$ cat config.mk
export PLATFORM = sky130hd
export DESIGN_NAME = sobel_scheduler_flat
export DESIGN_NICKNAME = d
export VERILOG_FILES = /design/src/rtl/sobel_scheduler_if.sv /design/src/rtl/sobel_scheduler.sv /design/src/flat_wrapper.sv
export SDC_FILE = /design/constraint.sdc
export NUM_CORES = 1
export LEC_CHECK = 0
export ABC_AREA = 1
export BUFFER_PORTS_ARGS = -buffer_cell sky130_fd_sc_hd__buf_4
export CORE_ASPECT_RATIO = 1.25
export CORE_MARGIN = 4
export CORE_UTILIZATION = 43
export CTS_BUF_LIST = sky130_fd_sc_hd__clkbuf_16
export CTS_CLUSTER_DIAMETER = 150
export DETAILED_ROUTE_END_ITERATION = 7
export PLACE_DENSITY = 0.68
export SKIP_LAST_GASP = 1
export SLEW_MARGIN = 20
export SYNTH_ARGS = -nofsm -noshare
export SYNTH_HDL_FRONTEND = slang
export SYNTH_SLANG_ARGS = --single-unit
$ cat constraint.sdc
create_clock -name clk -period 2.9 [get_ports clk]
set_input_delay 0.87 -clock clk [delete_from_list [all_inputs] [get_ports clk]]
set_output_delay 0.87 -clock clk [all_outputs]
set_load 0.05 [all_outputs]
$ cat src/rtl/sobel_scheduler_if.sv
// Bundle between the Sobel scheduler and the frame buffer, core_sobel and camera control.
// Latency: none, wiring only.
// Backpressure: none; every transfer is a strobe timed by the scheduler.
// Signals: start/enable/threshold/busy/done (pass control), rd_en/rd_addr/rd_data (buffer port A),
//   kernel/kernel_valid/sobel_in (core_sobel), wr_en/wr_addr/wr_data (buffer port B).
// Modports: master = scheduler side, slave = buffer/core_sobel/camera side.
interface sobel_scheduler_if #(
  parameter int ADDR_W = 15
);
  logic              start;
  logic              enable;
  logic [7:0]        threshold;
  logic              busy;
  logic              done;
  logic              rd_en;
  logic [ADDR_W-1:0] rd_addr;
  logic [7:0]        rd_data;
  logic [71:0]       kernel;
  logic              kernel_valid;
  logic [7:0]        sobel_in;
  logic              wr_en;
  logic [ADDR_W-1:0] wr_addr;
  logic              wr_data;

  modport master (
    input  start, enable, threshold, rd_data, sobel_in,
    output busy, done, rd_en, rd_addr, kernel, kernel_valid, wr_en, wr_addr, wr_data
  );

  modport slave (
    output start, enable, threshold, rd_data, sobel_in,
    input  busy, done, rd_en, rd_addr, kernel, kernel_valid, wr_en, wr_addr, wr_data
  );
endinterface

$ cat src/rtl/sobel_scheduler.sv
// Walks every interior pixel of the frame: fetch 3x3 from port A, kick core_sobel, write edge bit to port B.
// Latency: 10+RD_LAT+SOBEL_LAT cycles per pixel; done pulses one cycle after the last write.
// Backpressure: none; starts arriving mid-pass collapse into a single pending re-run.
// Ports: clk, rst_n (synchronous, active low); bus (master) carries start/enable/threshold in,
//   busy/done out, port-A read strobe/address/data, kernel/kernel_valid out with sobel_in back,
//   and the port-B write strobe/address/data.
module sobel_scheduler #(
  parameter int IMG_W     = 150,
  parameter int IMG_H     = 150,
  parameter int ADDR_W    = 15,
  parameter int RD_LAT    = 1,
  parameter int SOBEL_LAT = 1
) (
  input  logic         clk,
  input  logic         rst_n,
  sobel_scheduler_if.master bus
);

  localparam int DIM_MAX = (IMG_W > IMG_H) ? IMG_W : IMG_H;
  localparam int CNT_W   = $clog2(DIM_MAX + 1);
  localparam int PH_W    = $clog2(RD_LAT + 10);
  localparam int WT_W    = $clog2(SOBEL_LAT + 1);

  localparam logic [ADDR_W-1:0] ROW1   = ADDR_W'(IMG_W);
  localparam logic [ADDR_W-1:0] ROW2   = ADDR_W'(2 * IMG_W);
  localparam logic [CNT_W-1:0]  LAST_I = CNT_W'(IMG_H - 2);
  localparam logic [CNT_W-1:0]  LAST_J = CNT_W'(IMG_W - 2);

  typedef enum logic [2:0] {
    S_IDLE, S_FETCH, S_DRAIN, S_KICK, S_WAIT, S_WRITE, S_DONE
  } state_t;

  state_t state, state_nx;

  logic [CNT_W-1:0]  row_i, col_j;
  // Address of the top-left neighbour of the current pixel, (i-1)*IMG_W + (j-1).
  logic [ADDR_W-1:0] tl_addr;
  // Cycles since FETCH entry; runs through FETCH and DRAIN and drives sample capture.
  logic [PH_W-1:0]   phase;
  logic [PH_W-1:0]   slot;
  logic [1:0]        fr, fc;
  logic [WT_W-1:0]   wait_cnt;
  logic              pending;
  logic [8:0][7:0]   kernel_q;
  logic              start_ok;
  logic              last_pix;
  logic              capture;
  logic [ADDR_W-1:0] row_off;

  logic              rd_en_c, kv_c, wr_en_c, wr_data_c, busy_c, done_c;
  logic [ADDR_W-1:0] rd_addr_c, wr_addr_c;

  assign start_ok = bus.start & bus.enable;
  assign last_pix = (row_i == LAST_I) && (col_j == LAST_J);
  assign slot     = phase - PH_W'(RD_LAT);
  assign capture  = ((state == S_FETCH) || (state == S_DRAIN)) && (phase >= PH_W'(RD_LAT));

  always_comb begin
    row_off = '0;
    if (fr == 2'd1)      row_off = ROW1;
    else if (fr == 2'd2) row_off = ROW2;
  end

  always_ff @(posedge clk) begin
    if (!rst_n) state <= S_IDLE;
    else        state <= state_nx;
  end

  always_comb begin
    state_nx  = state;
    rd_en_c   = 1'b0;
    rd_addr_c = '0;
    kv_c      = 1'b0;
    wr_en_c   = 1'b0;
    wr_addr_c = '0;
    wr_data_c = 1'b0;
    busy_c    = (state != S_IDLE);
    done_c    = 1'b0;
    unique case (state)
      S_IDLE: begin
        if (start_ok) state_nx = S_FETCH;
      end
      S_FETCH: begin
        rd_en_c   = 1'b1;
        rd_addr_c = tl_addr + row_off + ADDR_W'(fc);
        if (phase == PH_W'(8)) state_nx = S_DRAIN;
      end
      S_DRAIN: begin
        if (phase == PH_W'(8 + RD_LAT)) state_nx = S_KICK;
      end
      S_KICK: begin
        kv_c     = 1'b1;
        state_nx = (SOBEL_LAT > 1) ? S_WAIT : S_WRITE;
      end
      S_WAIT: begin
        if (wait_cnt == WT_W'(SOBEL_LAT - 2)) state_nx = S_WRITE;
      end
      S_WRITE: begin
        wr_en_c   = 1'b1;
        wr_addr_c = tl_addr + ROW1 + ADDR_W'(1);
        wr_data_c = (bus.sobel_in >= bus.threshold);
        state_nx  = last_pix ? S_DONE : S_FETCH;
      end
      S_DONE: begin
        done_c = 1'b1;
        // A start landing on the done cycle is treated exactly like a pending one.
        state_nx = (pending | start_ok) ? S_FETCH : S_IDLE;
      end
      default: state_nx = S_IDLE;
    endcase
  end

  always_ff @(posedge clk) begin
    if (!rst_n) begin
      row_i    <= CNT_W'(1);
      col_j    <= CNT_W'(1);
      tl_addr  <= '0;
      phase    <= '0;
      fr       <= '0;
      fc       <= '0;
      wait_cnt <= '0;
      pending  <= 1'b0;
      kernel_q <= '0;
    end else begin
      if ((state == S_FETCH) || (state == S_DRAIN)) phase <= phase + PH_W'(1);
      else                                          phase <= '0;

      if (state == S_FETCH) begin
        if (fc == 2'd2) begin
          fc <= '0;
          fr <= fr + 2'd1;
        end else begin
          fc <= fc + 2'd1;
        end
      end else begin
        fr <= '0;
        fc <= '0;
      end

      // Sample k arrives RD_LAT cycles after its address, so slot = phase - RD_LAT.
      if (capture) begin
        for (int s = 0; s < 9; s++) begin
          if (slot == PH_W'(s)) kernel_q[s] <= bus.rd_data;
        end
      end

      if (state == S_WAIT) wait_cnt <= wait_cnt + WT_W'(1);
      else                 wait_cnt <= '0;

      if (state == S_WRITE) begin
        if (col_j < LAST_J) begin
          col_j   <= col_j + CNT_W'(1);
          tl_addr <= tl_addr + ADDR_W'(1);
        end else begin
          // Row wrap: top-left moves from column IMG_W-3 of one row to column 0 of the next.
          col_j   <= CNT_W'(1);
          row_i   <= row_i + CNT_W'(1);
          tl_addr <= tl_addr + ADDR_W'(3);
        end
      end

      if (state == S_DONE) begin
        row_i   <= CNT_W'(1);
        col_j   <= CNT_W'(1);
        tl_addr <= '0;
        pending <= 1'b0;
      end else if ((state != S_IDLE) && start_ok) begin
        pending <= 1'b1;
      end
    end
  end

  assign bus.rd_en        = rd_en_c;
  assign bus.rd_addr      = rd_addr_c;
  assign bus.kernel       = kernel_q;
  assign bus.kernel_valid = kv_c;
  assign bus.wr_en        = wr_en_c;
  assign bus.wr_addr      = wr_addr_c;
  assign bus.wr_data      = wr_data_c;
  assign bus.busy         = busy_c;
  assign bus.done         = done_c;

endmodule
$ cat src/flat_wrapper.sv
// flat-port wrapper written by rule: the top's interface ports become plain ports
module sobel_scheduler_flat 
#(
  parameter int IMG_W     = 150,
  parameter int IMG_H     = 150,
  parameter int ADDR_W    = 15,
  parameter int RD_LAT    = 1,
  parameter int SOBEL_LAT = 1
)
  (clk, rst_n, bus_start, bus_enable, bus_threshold, bus_rd_data, bus_sobel_in, bus_busy, bus_done, bus_rd_en, bus_rd_addr, bus_kernel, bus_kernel_valid, bus_wr_en, bus_wr_addr, bus_wr_data);
  sobel_scheduler_if #(.ADDR_W(ADDR_W)) bus_i ();
  input  logic clk;
  input  logic rst_n;
  input wire logic [$bits(bus_i.start)-1:0] bus_start;
  input wire logic [$bits(bus_i.enable)-1:0] bus_enable;
  input wire logic [$bits(bus_i.threshold)-1:0] bus_threshold;
  input wire logic [$bits(bus_i.rd_data)-1:0] bus_rd_data;
  input wire logic [$bits(bus_i.sobel_in)-1:0] bus_sobel_in;
  output wire logic [$bits(bus_i.busy)-1:0] bus_busy;
  output wire logic [$bits(bus_i.done)-1:0] bus_done;
  output wire logic [$bits(bus_i.rd_en)-1:0] bus_rd_en;
  output wire logic [$bits(bus_i.rd_addr)-1:0] bus_rd_addr;
  output wire logic [$bits(bus_i.kernel)-1:0] bus_kernel;
  output wire logic [$bits(bus_i.kernel_valid)-1:0] bus_kernel_valid;
  output wire logic [$bits(bus_i.wr_en)-1:0] bus_wr_en;
  output wire logic [$bits(bus_i.wr_addr)-1:0] bus_wr_addr;
  output wire logic [$bits(bus_i.wr_data)-1:0] bus_wr_data;
  assign bus_i.start = bus_start;
  assign bus_i.enable = bus_enable;
  assign bus_i.threshold = bus_threshold;
  assign bus_i.rd_data = bus_rd_data;
  assign bus_i.sobel_in = bus_sobel_in;
  assign bus_busy = bus_i.busy;
  assign bus_done = bus_i.done;
  assign bus_rd_en = bus_i.rd_en;
  assign bus_rd_addr = bus_i.rd_addr;
  assign bus_kernel = bus_i.kernel;
  assign bus_kernel_valid = bus_i.kernel_valid;
  assign bus_wr_en = bus_i.wr_en;
  assign bus_wr_addr = bus_i.wr_addr;
  assign bus_wr_data = bus_i.wr_data;
  sobel_scheduler #(.IMG_W(IMG_W), .IMG_H(IMG_H), .ADDR_W(ADDR_W), .RD_LAT(RD_LAT), .SOBEL_LAT(SOBEL_LAT)) u_core (.clk(clk), .rst_n(rst_n), .bus(bus_i));
endmodule
Word level (Yosys, flattened, before mapping)
Cells that the tools add are included.

Register bits: 116. Bits in latches: 0. RAM bits: 0. ROM bits: 0. Output and inout bits: 108. Word-level logic and storage cells: 105. Memories kept: 0.

Add/subtract/negate cells: 13. $mul: 0. Div/mod/pow operators: 0. Magnitude comparators: 3. Eq/ne operators: 25. Shift operators: 0. Mux-type cells: 18. Bitwise logic cells: 5. Reductions and logical operators: 23.

Operators with widths (count): $mux W15 (3); $add A15 B1 Y15 const B (2); $reduce_and A2 Y1 (13); $pmux W3 S7 (1); $mux W9 (2); $add A8 B1 Y8 const B (2); $eq A4 B3 Y1 const B (4); $eq A8 B8 Y1 const B (2); $add A15 B2 Y15 (1); $add A15 B2 Y15 const B (1); $add A15 B8 Y15 const B (1); $add A15 B9 Y15 (1); $mux W3 (5); $eq A4 B4 Y1 const B (3); $eq A3 B3 Y1 const B (3); $eq A4 B2 Y1 const B (2); $ge A8 B8 Y1 (1); $lt A8 B8 Y1 const B (1); $mux W8 (1); $ne A2 B1 Y1 const B (4); $eq A3 B2 Y1 const B (2); $mux W1 (6); $add A2 B1 Y2 const B (2); $add A4 B1 Y4 const B (1); other kinds (18) (23).

Depth between registers and ports, before layout
Gate-level depths: netlist of the first run.

Depth after elaboration: 6. Gate-level depth with buffers: 15.

Least setup slack after synthesis of the first run
No wires, ideal clock.

Path type: reg2out. Start: register u_core.fr[1]. End: output bus_rd_addr[9]. Data arrival time: 2.802 ns. Required time: 2.030 ns. Path slack: -0.772 ns. Cell stages (with the launch flop): 14. Path buffers: 0. Cell sequence: dfxtp_1 inv_1 ha_1 xor2_1 ha_1 ha_1 inv_1 fa_1 inv_1 a21oi_1 nor2_1 nor2_1 o21ai_0 a21oi_1.

Longest elaborated chain between the ends: 6. Elaborated cells between the ends (all ways): 7. Those cells by class: 2 x add/sub; 2 x eq/ne; 3 x mux.

RTL lines: start: declaration (RTL line sobel_scheduler.sv:41) `logic [1:0] fr, fc;`; start signal: assignment (RTL line sobel_scheduler.sv:131) `fr <= fr + 2'd1;`; $eq A2 B2 Y1 (RTL line sobel_scheduler.sv:61) `else if (fr == 2'd2) row_off = ROW2;`; $mux W9 (RTL line sobel_scheduler.sv:61); $mux W9 * (RTL line sobel_scheduler.sv:60) `if (fr == 2'd1) row_off = ROW1;`; $add A15 B9 Y15 * (RTL line sobel_scheduler.sv:85) `rd_addr_c = tl_addr + row_off + ADDR_W'(fc);`; $add A15 B2 Y15 * (RTL line sobel_scheduler.sv:85); $mux W15 * (RTL line sobel_scheduler.sv:79) `unique case (state)`; end: declaration (RTL line flat_wrapper.sv:22) `output wire logic [$bits(bus_i.rd_addr)-1:0] bus_rd_addr;`.

Mark *: on every way between the ends. The rest lies on a longest branch, timed or not.

Final worst setup path of the first run
Start: register u_core.fr[1]. End: output bus_rd_addr[11].

The elaborated chain is that of the path after synthesis.

==> results.py, run 1 <==
metrics = {
    "die": {
        "dieArea_um2": 17200,
        "core_um2": 14900,
        "die_height_um": 145,
        "row_count": 50,
        "initial_core_util": 0.436,
        "io_pins": 136,
        "die_x_um": 118,
    },
    "min_path": {
        "hold_path.class": "reg -> reg",
        "min_path_cells": 1,
        "hold_start": "u_core.fc[0]",
        "hold_path_end": "u_core.fc[0]",
    },
    "sta": {
        "slew_headroom": 0.679,
        "setup_ws_ns": -0.657,
        "skew_ns": 0.0168,
        "fin_crit_ns": 3.56,
        "grt_setup_unrepaired": "yes",
        "finalCritPeriodShare": 1.23,
        "worstMarginPinSlew_ns": 0.480,
        "clock.fmax_ghz": 0.281,
        "slew_violations": 0,
        "setup_viol": 13,
        "timing_hold_violations_final": 0,
    },
    "finish": {
        "num-fill-cells": 1362,
        "finalNetCount": 1237,
        "antenna_cells": 0,
        "design_area_um2": 9180,
        "final_util": 0.617,
        "drive_above_1_share": 0.283,
        "layoutNonFillerInstCount": 1364,
        "areaGrowthSynthToFinish_pct": 41.3,
    },
    "yosys": {
        "synth_fp_nets": 1061,
        "synth_xor_area_frac": 0.0189,
        "yosysTopAreaCell": "dfxtp_1",
        "seq_area_frac_synth": 0.357,
        "synth-seq-cells": 116,
        "synthCells": 993,
        "synth_top_area_frac": 0.357,
        "synth_adder_area_share": 0.0793,
        "synth_compound_area_frac": 0.0709,
        "synthMuxAreaShare": 0,
        "yosysWarningCount": 0,
        "synth_area_leaders": "dfxtp_1, nand2_1, nor2_1",
        "postSynthAreaPerCell_um2": 6.54,
        "synth.distinct_cells": 34,
        "synth_top_family_by_area": "simple AND/OR/NAND/NOR gates",
        "synth-simple-area-share": 0.390,
        "syn_area_um2": 6500,
    },
    "route": {
        "drc": 0,
        "viasPerCell": 4.86,
        "finalWirelength_um": 17500,
        "first_pass_iters": 5,
        "vias": 6630,
        "drt-wirelength-per-cell_um": 12.9,
        "ant_nets": 0,
        "drt_iter0_markers": 317,
    },
    "critical_path": {
        "timing.rr.end": "u_core.tl_addr[7]",
        "critical_path_peak_fanout": 4,
        "rrSetupSlack_ns": 0.75,
        "cp_data_arrival_time_ns": 2.69,
        "startpoint_type": "register",
        "crit_type": "reg -> out",
        "reg2regPathDepth": 8,
        "worst_ep_required_time_ns": 2.03,
        "r2r_start": "u_core.col_j[4]",
        "end_kind": "output pin",
    },
    "placed_design": {
        "place_area_um2": 8070,
        "portBuffers": 135,
        "gp_congestion": 0.937,
        "dpl.hpwl_um": 12700,
        "dp_cells": 1322,
    },
    "global_route": {
        "grt_pass1_vias": 6224,
        "grt_max_degree": 45,
        "grt_antenna_before_repair": 0,
        "grt_pass1_wl_um": 29100,
        "overflow": 0,
        "grt_usage": 0.203,
    },
    "job": {
        "maxCapViolCount": 0,
    },
    "clock_network": {
        "clkLatencyLatePin_ns": 0.42,
        "htree_levels": 4,
        "cts_tree": "done",
        "cts-root-buf": "clkbuf_16",
        "clk_path_buf_depth": 2,
        "clk_pin_slew_ns": 0.06,
        "cts.hold.buffers_added": 0,
        "cts_sinks": 116,
        "numCtsBuffers": 17,
    },
    "status": {
        "status": "complete, but fails checks",
        "violations": "negative setup slack",
    },
    "power": {
        "total_power_mw": 4.58,
        "peakVddDrop_uv": 391,
        "power.density_nw_per_um2": 499,
        "p_leak_nw": 4.05,
    },
}
## registers in the layout, summed over array words and instances (netlist names)
| register | flops |
|---|---|
| u_core.bus.kernel | 72 |
| u_core.tl_addr | 15 |
| u_core.col_j | 8 |
| u_core.row_i | 8 |
| u_core.phase | 4 |
| u_core.state | 3 |
| u_core.fc | 2 |
| u_core.fr | 2 |
| u_core.pending | 1 |
| u_core.wait_cnt | 1 |
## layout make-up
| type | count | area, um2 | area share |
|---|---|---|---|
| clock inverter | 15 | 173 | 0.0188 |
| clock buffer | 17 | 425 | 0.0463 |
| timing repair buffer | 183 | 1480 | 0.161 |
| multi-input combinational | 749 | 4160 | 0.453 |
| tap | 182 | 228 | 0.0248 |
| inverter | 102 | 390 | 0.0425 |
| sequential | 116 | 2330 | 0.254 |
## cell usage in the layout (no fill, tap or decap), types with 3 or more instances in the layout
cell type   count
a21oi_1        38
a21oi_2         9
a21oi_4         4
a31oi_1         3
buf_4         158
buf_6          22
buf_8           3
clkbuf_16      17
clkinv_1        9
clkinv_4        3
clkinvlp_4      3
dfxtp_1       111
dfxtp_2         5
ha_1           25
ha_4           12
inv_1          79
inv_2          11
inv_4           3
inv_6           6
nand2_1       277
nand2_2        17
nand2_4         4
nand3_1        36
nand3_2        10
nand4_1         9
nor2_1        208
nor2_4         22
nor3_1         10
nor3_2          4
o211ai_1        3
o21ai_0        18
o21ai_2         5
xnor2_1         3
xor2_1          9
## worst max-delay path by stage
stage            startpoint         endpoint  slack [ns]  cells past startpoint
2_1_floorplan  u_core.fr[1]  bus_rd_addr[11]       -0.24                     14
3_3_place_gp   u_core.fr[1]  bus_rd_addr[13]       -0.30                     14
3_5_place_dp   u_core.fr[1]  bus_rd_addr[13]       -0.32                     14
4_1_cts        u_core.fr[1]  bus_rd_addr[11]       -0.68                     13
5_1_grt        u_core.fr[1]  bus_rd_addr[13]       -0.81                     15
6_report       u_core.fr[1]  bus_rd_addr[11]       -0.66                     13
## worst max-delay path, stage by stage, from the launching register on
cell and delay [ns]:
dfxtp_2 0.32, buf_4 0.13, ha_1 0.25, ha_1 0.34, ha_4 0.26, nand2_1 0.08, inv_1 0.09, a21oi_2 0.19
nand2_4 0.09, a21oi_2 0.18, nand2_1 0.08, nand2_2 0.08, nor2_4 0.03, buf_6 0.14
## power by group
group | total, mW | internal [mW] | switching, mW
Combinational | 0.807 | 0.233 | 0.574
Sequential | 1.66 | 1.63 | 0.0326
Clock | 2.11 | 1.29 | 0.820
Total | 4.58 | 3.15 | 1.43
## cell usage after synthesis
cell type / number
a21oi_1: 51
ha_1: 38
nand4_1: 9
xnor2_1: 4
fa_1: 2
inv_2: 2
nor2_4: 9
nor3_1: 14
clkbuf_1: 12
buf_4: 1
o21ai_0: 25
nor2_1: 223
xor2_1: 10
nand2_1: 295
o2111ai_1: 1
buf_2: 1
nor3b_1: 3
o211ai_1: 3
o21bai_1: 2
clkinv_1: 9
or2_2: 2
dfxtp_1: 116
nand3_1: 42
nand3_2: 5
nand2_4: 1
nor3_4: 1
nand3b_1: 1
buf_1: 4
nand2_2: 2
a31oi_1: 3
a211oi_1: 2
buf_6: 8
inv_1: 91
nand3_4: 1
## timing repair
| action | in CTS | in global routing |
|---|---|---|
| endpoints found under the setup margin | 19 | 23 |
| gates resized for setup | 64 | 45 |
| setup buffers | 9 | 1 |
| pin swaps | 20 | 22 |
## layer usage
layer	vias to the layer above	track usage	wire (um)
met5	-	0	0
met4	0	0.0721	298
met3	20	0.0665	1310
met2	183	0.358	8890
met1	2975	0.228	7040
li1	3452	-	-
## stage by stage
stage	hold WS (ns)	setup TNS (ns)	worst slack, ns
2_1_floorplan	0.417	-1.63	-0.241
6_report	0.451	-7.20	-0.657
3_3_place_gp	0.431	-1.97	-0.296
3_5_place_dp	0.435	-2.34	-0.321
5_1_grt	0.488	-8.99	-0.814
4_1_cts	0.455	-7.47	-0.685
## logic make-up (layout without fill, tap and decap cells)
| family | Yosys count | in the layout |
|---|---|---|
| buf+inv | 128 | 317 |
| fa+ha+maj | 40 | 40 |
| xor+xnor | 14 | 14 |
| simple gates | 608 | 608 |
| flops | 116 | 116 |
| compound gates | 87 | 87 |
Note: power is estimated with default switching activity, not from simulation.
==> run 2, diff against run 1 <==
--- a/config.mk
+++ b/config.mk
@@ -13,7 +13,7 @@
 export CTS_BUF_LIST = sky130_fd_sc_hd__clkbuf_16
 export CTS_CLUSTER_DIAMETER = 150
 export DETAILED_ROUTE_END_ITERATION = 7
-export PLACE_DENSITY = 0.68
+export PLACE_DENSITY_LB_ADDON = 0.12
 export SKIP_LAST_GASP = 1
 export SLEW_MARGIN = 20
 export SYNTH_ARGS = -nofsm -noshare
==> run 2 against run 1 <==
The flow still finishes with violations (negative setup slack). Critical path type unchanged. Clock-buffer cell count stayed put. Utilization is 0.18 points higher. Via count is 0.90% lower. Critical path depth stayed put.
==> results.py, run 2 (synthesis gave the netlist of run 1 again) <==
metrics = {
    "status": {
        "status": "complete, but fails checks",
        "violations": "negative setup slack",
    },
    "finish": {
        "final_util": 0.618,
        "areaGrowthSynthToFinish_pct": 41.7,
        "multi_input_area_um2": 4200,
        "final_common_cell": "nand2_1",
        "largest_reg_flops": 72,
        "finalNetCount": 1237,
        "drive_above_1_share": 0.289,
        "mostFrequentLayoutCells": "nand2_1, nor2_1, buf_4, dfxtp_1, inv_1",
        "antenna_cells": 0,
        "layoutNonFillerInstCount": 1363,
        "num-fill-cells": 1410,
        "regArea_um2": 2330,
    },
    "clock_network": {
        "cts-root-buf": "clkbuf_16",
        "htree_levels": 4,
        "cts_sinks": 116,
        "clkLatencyLatePin_ns": 0.42,
        "clk_pin_slew_ns": 0.05,
        "cts.hold.buffers_added": 0,
        "numCtsBuffers": 17,
        "cts_tree": "done",
        "clk_path_buf_depth": 2,
    },
    "min_path": {
        "hold_path.class": "reg -> reg",
        "min_path_cells": 1,
    },
    "route": {
        "drc": 0,
        "drt_iter0_markers": 286,
        "vias": 6570,
        "ant_nets": 0,
        "first_pass_iters": 6,
        "viasPerCell": 4.82,
        "drt-wirelength-per-cell_um": 12.8,
        "finalWirelength_um": 17400,
    },
    "die": {
        "initial_core_util": 0.436,
        "row_count": 50,
        "die_height_um": 145,
        "dieArea_um2": 17200,
        "core_um2": 14900,
        "die_x_um": 118,
        "io_pins": 136,
    },
    "power": {
        "power.density_nw_per_um2": 499,
        "total_power_mw": 4.59,
        "peakVddDrop_uv": 447,
        "p_leak_nw": 4.11,
    },
    "critical_path": {
        "startpoint_type": "register",
        "reg2regPathDepth": 8,
        "crit_type": "reg -> out",
        "end_kind": "output pin",
        "cp_data_arrival_time_ns": 2.69,
        "critical_path_peak_fanout": 4,
        "worst_ep_required_time_ns": 2.03,
    },
    "global_route": {
        "met3_usage": 0.0618,
        "gr-max-usage-layer": "met2",
        "use_met1": 0.219,
        "grt_max_degree": 75,
        "grt_pass1_wl_um": 28700,
        "grt_antenna_before_repair": 0,
        "grt_pass1_vias": 6231,
        "grt_usage": 0.201,
        "grt_use_met2": 0.364,
        "overflow": 0,
    },
    "sta": {
        "finalCritPeriodShare": 1.23,
        "fin_crit_ns": 3.56,
        "grt_setup_unrepaired": "yes",
        "fin_setup_tns_ns": -6.90,
        "slew_headroom": 0.501,
        "skew_ns": 0.0137,
        "slew_violations": 0,
        "clock.fmax_ghz": 0.281,
        "holdWs_ns": 0.441,
        "worstMarginPinSlew_ns": 0.748,
        "timing_hold_violations_final": 0,
        "setup_viol": 13,
        "setup_ws_ns": -0.662,
    },
    "placed_design": {
        "dp_cells": 1322,
        "portBuffers": 135,
        "gp_congestion": 0.883,
        "dpl.hpwl_um": 12700,
    },
    "job": {
        "maxCapViolCount": 0,
    },
}
## run 2: changes by cell type in the layout (fill, tap and decap cells not counted), moves of 2 or more
cell / delta
ha_2: +2
a21oi_2: -3
nor2_2: +2
a21oi_1: +2
clkinv_2: +2
nand2_1: -6
buf_4: +5
ha_4: -2
nand2_4: +7
inv_6: -2
buf_6: -5
## run 2: layer usage
| layer | vias to the layer above | part of all wire |
|---|---|---|
| met5 | - | 0 |
| met4 | 0 | 0.026 |
| met3 | 33 | 0.061 |
| met2 | 160 | 0.50 |
| met1 | 2916 | 0.41 |
| li1 | 3461 | - |
## run 2: final timing paths
check / start / endpoint / slack [ns]
hold reg to reg: u_core.fc[0] / u_core.fc[0] / 0.44
setup / recovery: u_core.fr[1] / bus_rd_addr[9] / -0.66
setup reg to reg: u_core.col_j[2] / u_core.tl_addr[7] / 0.67
hold / removal: u_core.fc[0] / u_core.fc[0] / 0.44
## run 2: final cells by class
class,count,share of cell area
well taps,182,0.0247
clock buffers,17,0.0462
clock inverters,14,0.0192
multi-input cells,749,0.456
flip-flops and latches,116,0.253
repair buffers,183,0.159
inverters,102,0.0421
## run 2: report_power, final
part | switching [mW] | internal [mW] | total, mW
logic | 0.563 | 0.234 | 0.797
clock network | 0.777 | 1.36 | 2.13
registers | 0.0325 | 1.63 | 1.66
## run 2: critical path, stage by stage, from the launching register on
cell and delay [ns]:
dfxtp_2 0.32, buf_4 0.13, ha_2 0.32, inv_2 0.05
ha_4 0.28, inv_1 0.06, fa_2 0.40, inv_4 0.09
a21oi_4 0.06, nor2_4 0.13, nor2_4 0.07, o21ai_2 0.18
a21oi_4 0.04, buf_6 0.15
## run 2: repair_timing
item,CTS,global route
setup endpoints to repair,18,22
buffers inserted,5,7
pin swaps,16,18
resized for setup,58,59
## run 2: through the flow
step                      cell area [um2]  setup WS, ns
final                                9210        -0.662
after global routing                 9210        -0.779
after CTS                            8930        -0.675
after detailed placement             8070        -0.333
after global placement               8070        -0.287
after floorplan                      6710        -0.241
